==> src/rtl/uart_tx_arbiter.sv <==
// Round-robin arbiter that shares one UART transmitter among N_REQ byte producers.
// Grants one requester, latches its byte, issues a tick-qualified start and waits for done or watchdog.
module uart_tx_arbiter #(
    parameter int NB_DATA       = 8,
    parameter int N_REQ         = 4,
    parameter int LOG2_N_REQ    = 2,
    parameter int TIMEOUT_TICKS = 512,
    parameter int NB_TIMEOUT    = 10
) (
    input  logic                     i_clock,
    input  logic                     i_reset_n,
    input  logic [N_REQ-1:0]         i_req,
    input  logic [N_REQ*NB_DATA-1:0] i_data,
    input  logic                     i_valid,
    input  logic                     i_tx_done,
    output logic [N_REQ-1:0]         o_ack,
    output logic [NB_DATA-1:0]       o_tx_data,
    output logic                     o_tx_start,
    output logic [LOG2_N_REQ-1:0]    o_grant_id,
    output logic                     o_busy,
    output logic                     o_frame_done,
    output logic                     o_timeout
);

    localparam logic [LOG2_N_REQ:0]   N_REQ_W = (LOG2_N_REQ+1)'(N_REQ);
    localparam logic [LOG2_N_REQ-1:0] LAST_ID = LOG2_N_REQ'(N_REQ-1);
    localparam logic [NB_TIMEOUT-1:0] WD_LAST = NB_TIMEOUT'(TIMEOUT_TICKS-1);

    typedef enum logic [1:0] {IDLE, LOAD, BUSY} state_t;

    state_t                  state, state_nxt;
    logic [LOG2_N_REQ-1:0]   rr_ptr, rr_ptr_nxt;
    logic [NB_TIMEOUT-1:0]   wdog, wdog_nxt;
    logic [N_REQ-1:0]        ack_nxt;
    logic [NB_DATA-1:0]      tx_data_nxt;
    logic                    tx_start_nxt;
    logic [LOG2_N_REQ-1:0]   grant_nxt;
    logic                    busy_nxt;
    logic                    frame_done_nxt;
    logic                    timeout_nxt;

    logic [NB_DATA-1:0]      req_byte [N_REQ];
    logic [LOG2_N_REQ:0]     cand_sum;
    logic [LOG2_N_REQ-1:0]   cand_id;
    logic                    win_found;
    logic [LOG2_N_REQ-1:0]   win_id;
    logic [LOG2_N_REQ-1:0]   ptr_after;

    always_comb begin
        for (int k = 0; k < N_REQ; k++) begin
            req_byte[k] = i_data[k*NB_DATA +: NB_DATA];
        end
    end

    // Search upward from the rotating pointer, wrapping at N_REQ-1 back to 0
    always_comb begin
        win_found = 1'b0;
        win_id    = '0;
        cand_sum  = '0;
        cand_id   = '0;
        for (int k = 0; k < N_REQ; k++) begin
            cand_sum = {1'b0, rr_ptr} + (LOG2_N_REQ+1)'(k);
            if (cand_sum >= N_REQ_W) begin
                cand_sum = cand_sum - N_REQ_W;
            end
            cand_id = cand_sum[LOG2_N_REQ-1:0];
            if (!win_found && i_req[cand_id]) begin
                win_found = 1'b1;
                win_id    = cand_id;
            end
        end
    end

    assign ptr_after = (o_grant_id == LAST_ID) ? '0 : o_grant_id + 1'b1;

    always_comb begin
        state_nxt      = state;
        rr_ptr_nxt     = rr_ptr;
        wdog_nxt       = wdog;
        tx_data_nxt    = o_tx_data;
        grant_nxt      = o_grant_id;
        ack_nxt        = '0;
        frame_done_nxt = 1'b0;
        timeout_nxt    = 1'b0;
        case (state)
            IDLE: begin
                if (win_found) begin
                    state_nxt   = LOAD;
                    tx_data_nxt = req_byte[win_id];
                    grant_nxt   = win_id;
                    ack_nxt     = N_REQ'(1) << win_id;
                end
            end
            LOAD: begin
                if (i_valid) begin
                    state_nxt = BUSY;
                    wdog_nxt  = '0;
                end
            end
            BUSY: begin
                // A done arriving on the final watchdog tick still counts as a completed frame
                if (i_tx_done) begin
                    frame_done_nxt = 1'b1;
                    rr_ptr_nxt     = ptr_after;
                    state_nxt      = IDLE;
                end else if (i_valid && (wdog == WD_LAST)) begin
                    timeout_nxt = 1'b1;
                    rr_ptr_nxt  = ptr_after;
                    state_nxt   = IDLE;
                end else if (i_valid) begin
                    wdog_nxt = wdog + 1'b1;
                end
            end
            default: begin
                state_nxt = IDLE;
            end
        endcase
        tx_start_nxt = (state_nxt == LOAD);
        busy_nxt     = (state_nxt != IDLE);
    end

    always_ff @(posedge i_clock or negedge i_reset_n) begin
        if (!i_reset_n) begin
            state        <= IDLE;
            rr_ptr       <= '0;
            wdog         <= '0;
            o_ack        <= '0;
            o_tx_data    <= '0;
            o_tx_start   <= 1'b0;
            o_grant_id   <= '0;
            o_busy       <= 1'b0;
            o_frame_done <= 1'b0;
            o_timeout    <= 1'b0;
        end else begin
            state        <= state_nxt;
            rr_ptr       <= rr_ptr_nxt;
            wdog         <= wdog_nxt;
            o_ack        <= ack_nxt;
            o_tx_data    <= tx_data_nxt;
            o_tx_start   <= tx_start_nxt;
            o_grant_id   <= grant_nxt;
            o_busy       <= busy_nxt;
            o_frame_done <= frame_done_nxt;
            o_timeout    <= timeout_nxt;
        end
    end

endmodule

==> config.mk <==
export PLATFORM = sky130hd
export DESIGN_NAME = uart_tx_arbiter
export DESIGN_NICKNAME = d
export VERILOG_FILES = /design/src/rtl/uart_tx_arbiter.sv
export SDC_FILE = /design/constraint.sdc
export NUM_CORES = 1
export LEC_CHECK = 0
export BUFFER_PORTS_ARGS = -buffer_cell sky130_fd_sc_hd__buf_4
export CAP_MARGIN = 20
export CORE_ASPECT_RATIO = 0.9
export CORE_MARGIN = 8
export CORE_UTILIZATION = 56
export CTS_BUF_LIST = sky130_fd_sc_hd__clkbuf_4 sky130_fd_sc_hd__clkbuf_8
export CTS_CLUSTER_SIZE = 10
export DETAILED_ROUTE_END_ITERATION = 6
export PLACE_DENSITY = 0.88
export REMOVE_ABC_BUFFERS = 1
export SETUP_SLACK_MARGIN = 0.02
export SLEW_MARGIN = 20
export SYNTH_ARGS = -nofsm -noshare
export SYNTH_HDL_FRONTEND = slang
export SYNTH_SLANG_ARGS = --single-unit
==> constraint.sdc <==
create_clock -name i_clock -period 2.6 [get_ports i_clock]
set_input_delay 0.39 -clock i_clock [delete_from_list [all_inputs] [get_ports i_clock]]
set_output_delay 0.39 -clock i_clock [all_outputs]
set_load 0.005 [all_outputs]
==> impl_metrics.yaml <==
placement:
  place_hpwl_um: 3420
  port_buffers: 57
  placed_cell_area_um2: 2160
  gp_congestion: 0.906
sta:
  hold_slack_ns: 0.313
  fin_crit_sh_pct: 76.0
  finClkSkew_ns: 0.0127
  fin_crit_ns: 1.98
  rsz0062_at_grt: "false"
  worst_pin_slew_ns: 1.01
  setup_violations: 0
  finalHoldViolations: 0
  max_freq_mhz: 506
  slew_headroom_pct: 32.7
  tns_ns: 0
  maxSlewViolCount: 0
cts:
  path_clk_slew_ns: 0.09
  clockRootBuffer: "clkbuf_4"
  cts_buffer_depth: 2
  h-tree-depth: 2
  clk_latency_ns: 0.34
  clock_sinks: 32
  cts_tree: "built"
  cts_made_buffers: 5
die:
  die-area_um2: 5080
  core_area_um2: 2970
  initial_core_util_pct: 57.5
  io_pins: 58
  num_rows: 19
  die_x_um: 74.2
  die_h_um: 68.4
worst_setup_path:
  reg2reg_to: "o_tx_data[0]"
  critPathArrivalTime_ns: 2.17
  rr_worst_depth: 4
  path_class: "reg -> reg"
  cp.required_ns: 2.79
  slowest_stage: "o21ai_2"
  critPathMaxFanout: 16
  critPathMaxStageDelay_ns: 0.79
  crit_path_start_kind: "flop"
  crit_chain: "a21oi_1 > o21ai_2 > mux2i_1 > o221ai_1"
  r2r-start: "rr_ptr[1]"
  rrSetupSlack_ns: 0.62
  worst-path-buf-inv: 0
  endpoint_kind: "flop"
  crit_family: "compound AO/OA/AOI/OAI gates"
grt:
  grt_max_degree: 33
  gr-total-overflow: 0
  grt_pass1_wl_um: 7070
  grt_pass1_vias: 1535
  grt_usage_pct: 18.3
  antenna_found_initial: 0
layout:
  final_area_um2: 2240
  nets: 262
  multi_input_area_um2: 860
  regArea_um2: 801
  fillers: 224
  drive_gt1_share_pct: 35.9
  antenna_cells: 0
  synthToLayoutAreaGrowth_pct: 31.0
route:
  ant_nets: 0
  drt_first_pass_iters: 4
  wl_met3_um: 273
  dr_total_vias: 1507
  dr_wl_met2_um: 2370
  wl_um: 4420
  drc: 0
  drt-met1-wl_um: 1660
  drt-vias-per-instance: 5.75
  wl_per_cell_um: 16.9
  drtIter0Drc: 59
  top_layer: "met4"
pwr:
  p_leak_nw: 1.10
  ir_worst_vdd_mv: 0.548
  powerDensity_nw_per_um2: 861
synth:
  ys.warnings.count: 0
  synth_edf_count: 0
  ys.flop_type: "dfrtp_1"
  async_flop_share_pct: 100
  synth_seq_area_share_pct: 46.9
  syn-cell-area_um2: 1710
  avgSynthCellArea_um2: 10.7
  synth_cell_type_count: 44
  synth-seq-cells: 32
  syn_inst: 160
run_status:
  status: "completed"
hold_path:
  hold_depth: 2
  hold_path_class: "in -> reg"
  hp-start: "i_valid"
  min_delay_worst_endpoint: "o_tx_start"
job:
  drv_cap: 0
cells in the final DEF (no fill, tap or decap), types with 2 or more instances in the layout:
| cell type | synthesis | final |
|---|---|---|
| o221ai_1 | 8 | 8 |
| clkbuf_4 | 0 | 5 |
| mux2i_1 | 17 | 17 |
| buf_4 | 0 | 58 |
| clkbuf_8 | 0 | 2 |
| nand4_1 | 3 | 3 |
| dfrtp_1 | 32 | 32 |
| o311ai_1 | 2 | 2 |
| o21ai_0 | 4 | 4 |
| nand2_1 | 20 | 20 |
| or2_2 | 2 | 2 |
| a21oi_1 | 7 | 7 |
| mux2_2 | 2 | 2 |
| nor2b_1 | 2 | 2 |
| nor2_1 | 13 | 13 |
| nand3_1 | 2 | 2 |
| o41ai_1 | 2 | 2 |
| inv_1 | 4 | 4 |
| a211oi_1 | 2 | 2 |
| xnor2_1 | 5 | 5 |
| ha_1 | 2 | 2 |
| nand2b_1 | 4 | 4 |
state kept, by name (all words and copies together), names as in the netlist:
register / flops
state: 2
o_busy: 1
o_tx_data: 8
o_grant_id: 2
o_timeout: 1
o_frame_done: 1
o_tx_start: 1
o_ack: 4
rr_ptr: 2
wdog: 10
power by group:
group | total (W) | internal, W | switching (W)
Sequential | 0.000766 | 0.000651 | 0.000116
Combinational | 0.000843 | 0.000426 | 0.000417
Clock | 0.000317 | 0.000153 | 0.000164
Total | 0.00193 | 0.00123 | 0.000697
final cells by class:
class                           instances  area share [%]
Timing Repair Buffer                   59            19.9
Clock buffer                            7            2.91
Tap cell                               42            2.35
Multi-Input combinational cell        118            38.4
Inverter                                4           0.671
Sequential cell                        32            35.8
per-stage QoR:
step / std cells / total power, W / util [%] / worst slack [ns]
finish: 262 / 0.00193 / 75.3 / 0.624
global route: 262 / 0.00207 / 75.3 / 0.481
CTS: 262 / 0.00194 / 75.3 / 0.608
detailed placement: 254 / 0.00162 / 72.8 / 0.527
global placement: 254 / 0.00158 / 72.8 / 0.653
floorplan: 154 / 0.00123 / - / 0.762
cells by family after synthesis:
group | count (synthesis) | synth area share, %
multiplexers | 20 | 11.9
XOR/XNOR | 6 | 3.07
flip-flops | 32 | 46.9
buffers and inverters | 10 | 2.85
AO/OA/AOI/OAI | 35 | 16.8
AND/OR/NAND/NOR | 55 | 17.1
adder cells (fa/ha/maj) | 2 | 1.46
layer usage:
layer  track usage (%)  vias to the layer above
met2              32.2                       47
met4              8.29                        0
met5                 0                        -
met1              20.3                      739
li1                  -                      707
met3              4.98                       14
Yosys cell counts (2+ instances only):
cell type / number / share of area, %
nand3_1: 2 / 0.59
clkbuf_1: 2 / 0.44
a211oi_1: 2 / 0.88
o311ai_1: 2 / 1.0
ha_1: 2 / 1.5
nand2b_1: 4 / 1.5
a21oi_1: 7 / 2.0
or2_2: 2 / 0.73
dfrtp_1: 32 / 47
mux2_2: 2 / 1.3
nand4_1: 3 / 1.1
nor2_1: 13 / 2.9
mux2i_1: 17 / 10
nand2_1: 20 / 4.4
o21ai_0: 4 / 1.2
xnor2_1: 5 / 2.6
o41ai_1: 2 / 1.0
buf_2: 2 / 0.59
o221ai_1: 8 / 4.1
inv_1: 4 / 0.88
nor2b_1: 2 / 0.73
worst max path at each step:
| stage | startpoint | to | slack [ns] | cells after the start |
|---|---|---|---|---|
| after floorplan | i_req[2] | o_tx_data[0] | 0.76 | 3 |
| after global placement | i_req[1] | o_tx_data[5] | 0.65 | 6 |
| after detailed placement | i_req[2] | o_tx_data[5] | 0.53 | 4 |
| after CTS | rr_ptr[1] | o_tx_data[0] | 0.61 | 4 |
| after global routing | rr_ptr[1] | o_tx_data[2] | 0.48 | 4 |
| final | rr_ptr[1] | o_tx_data[0] | 0.62 | 4 |
timing repair:
| action | CTS | global route |
|---|---|---|
| hold buffers | 1 | 0 |
| hold endpoints to repair | 32 | 0 |
| buffers inserted | 0 | 0 |
| resized for setup | 0 | 0 |
Power figures use the tool's default switching activity.
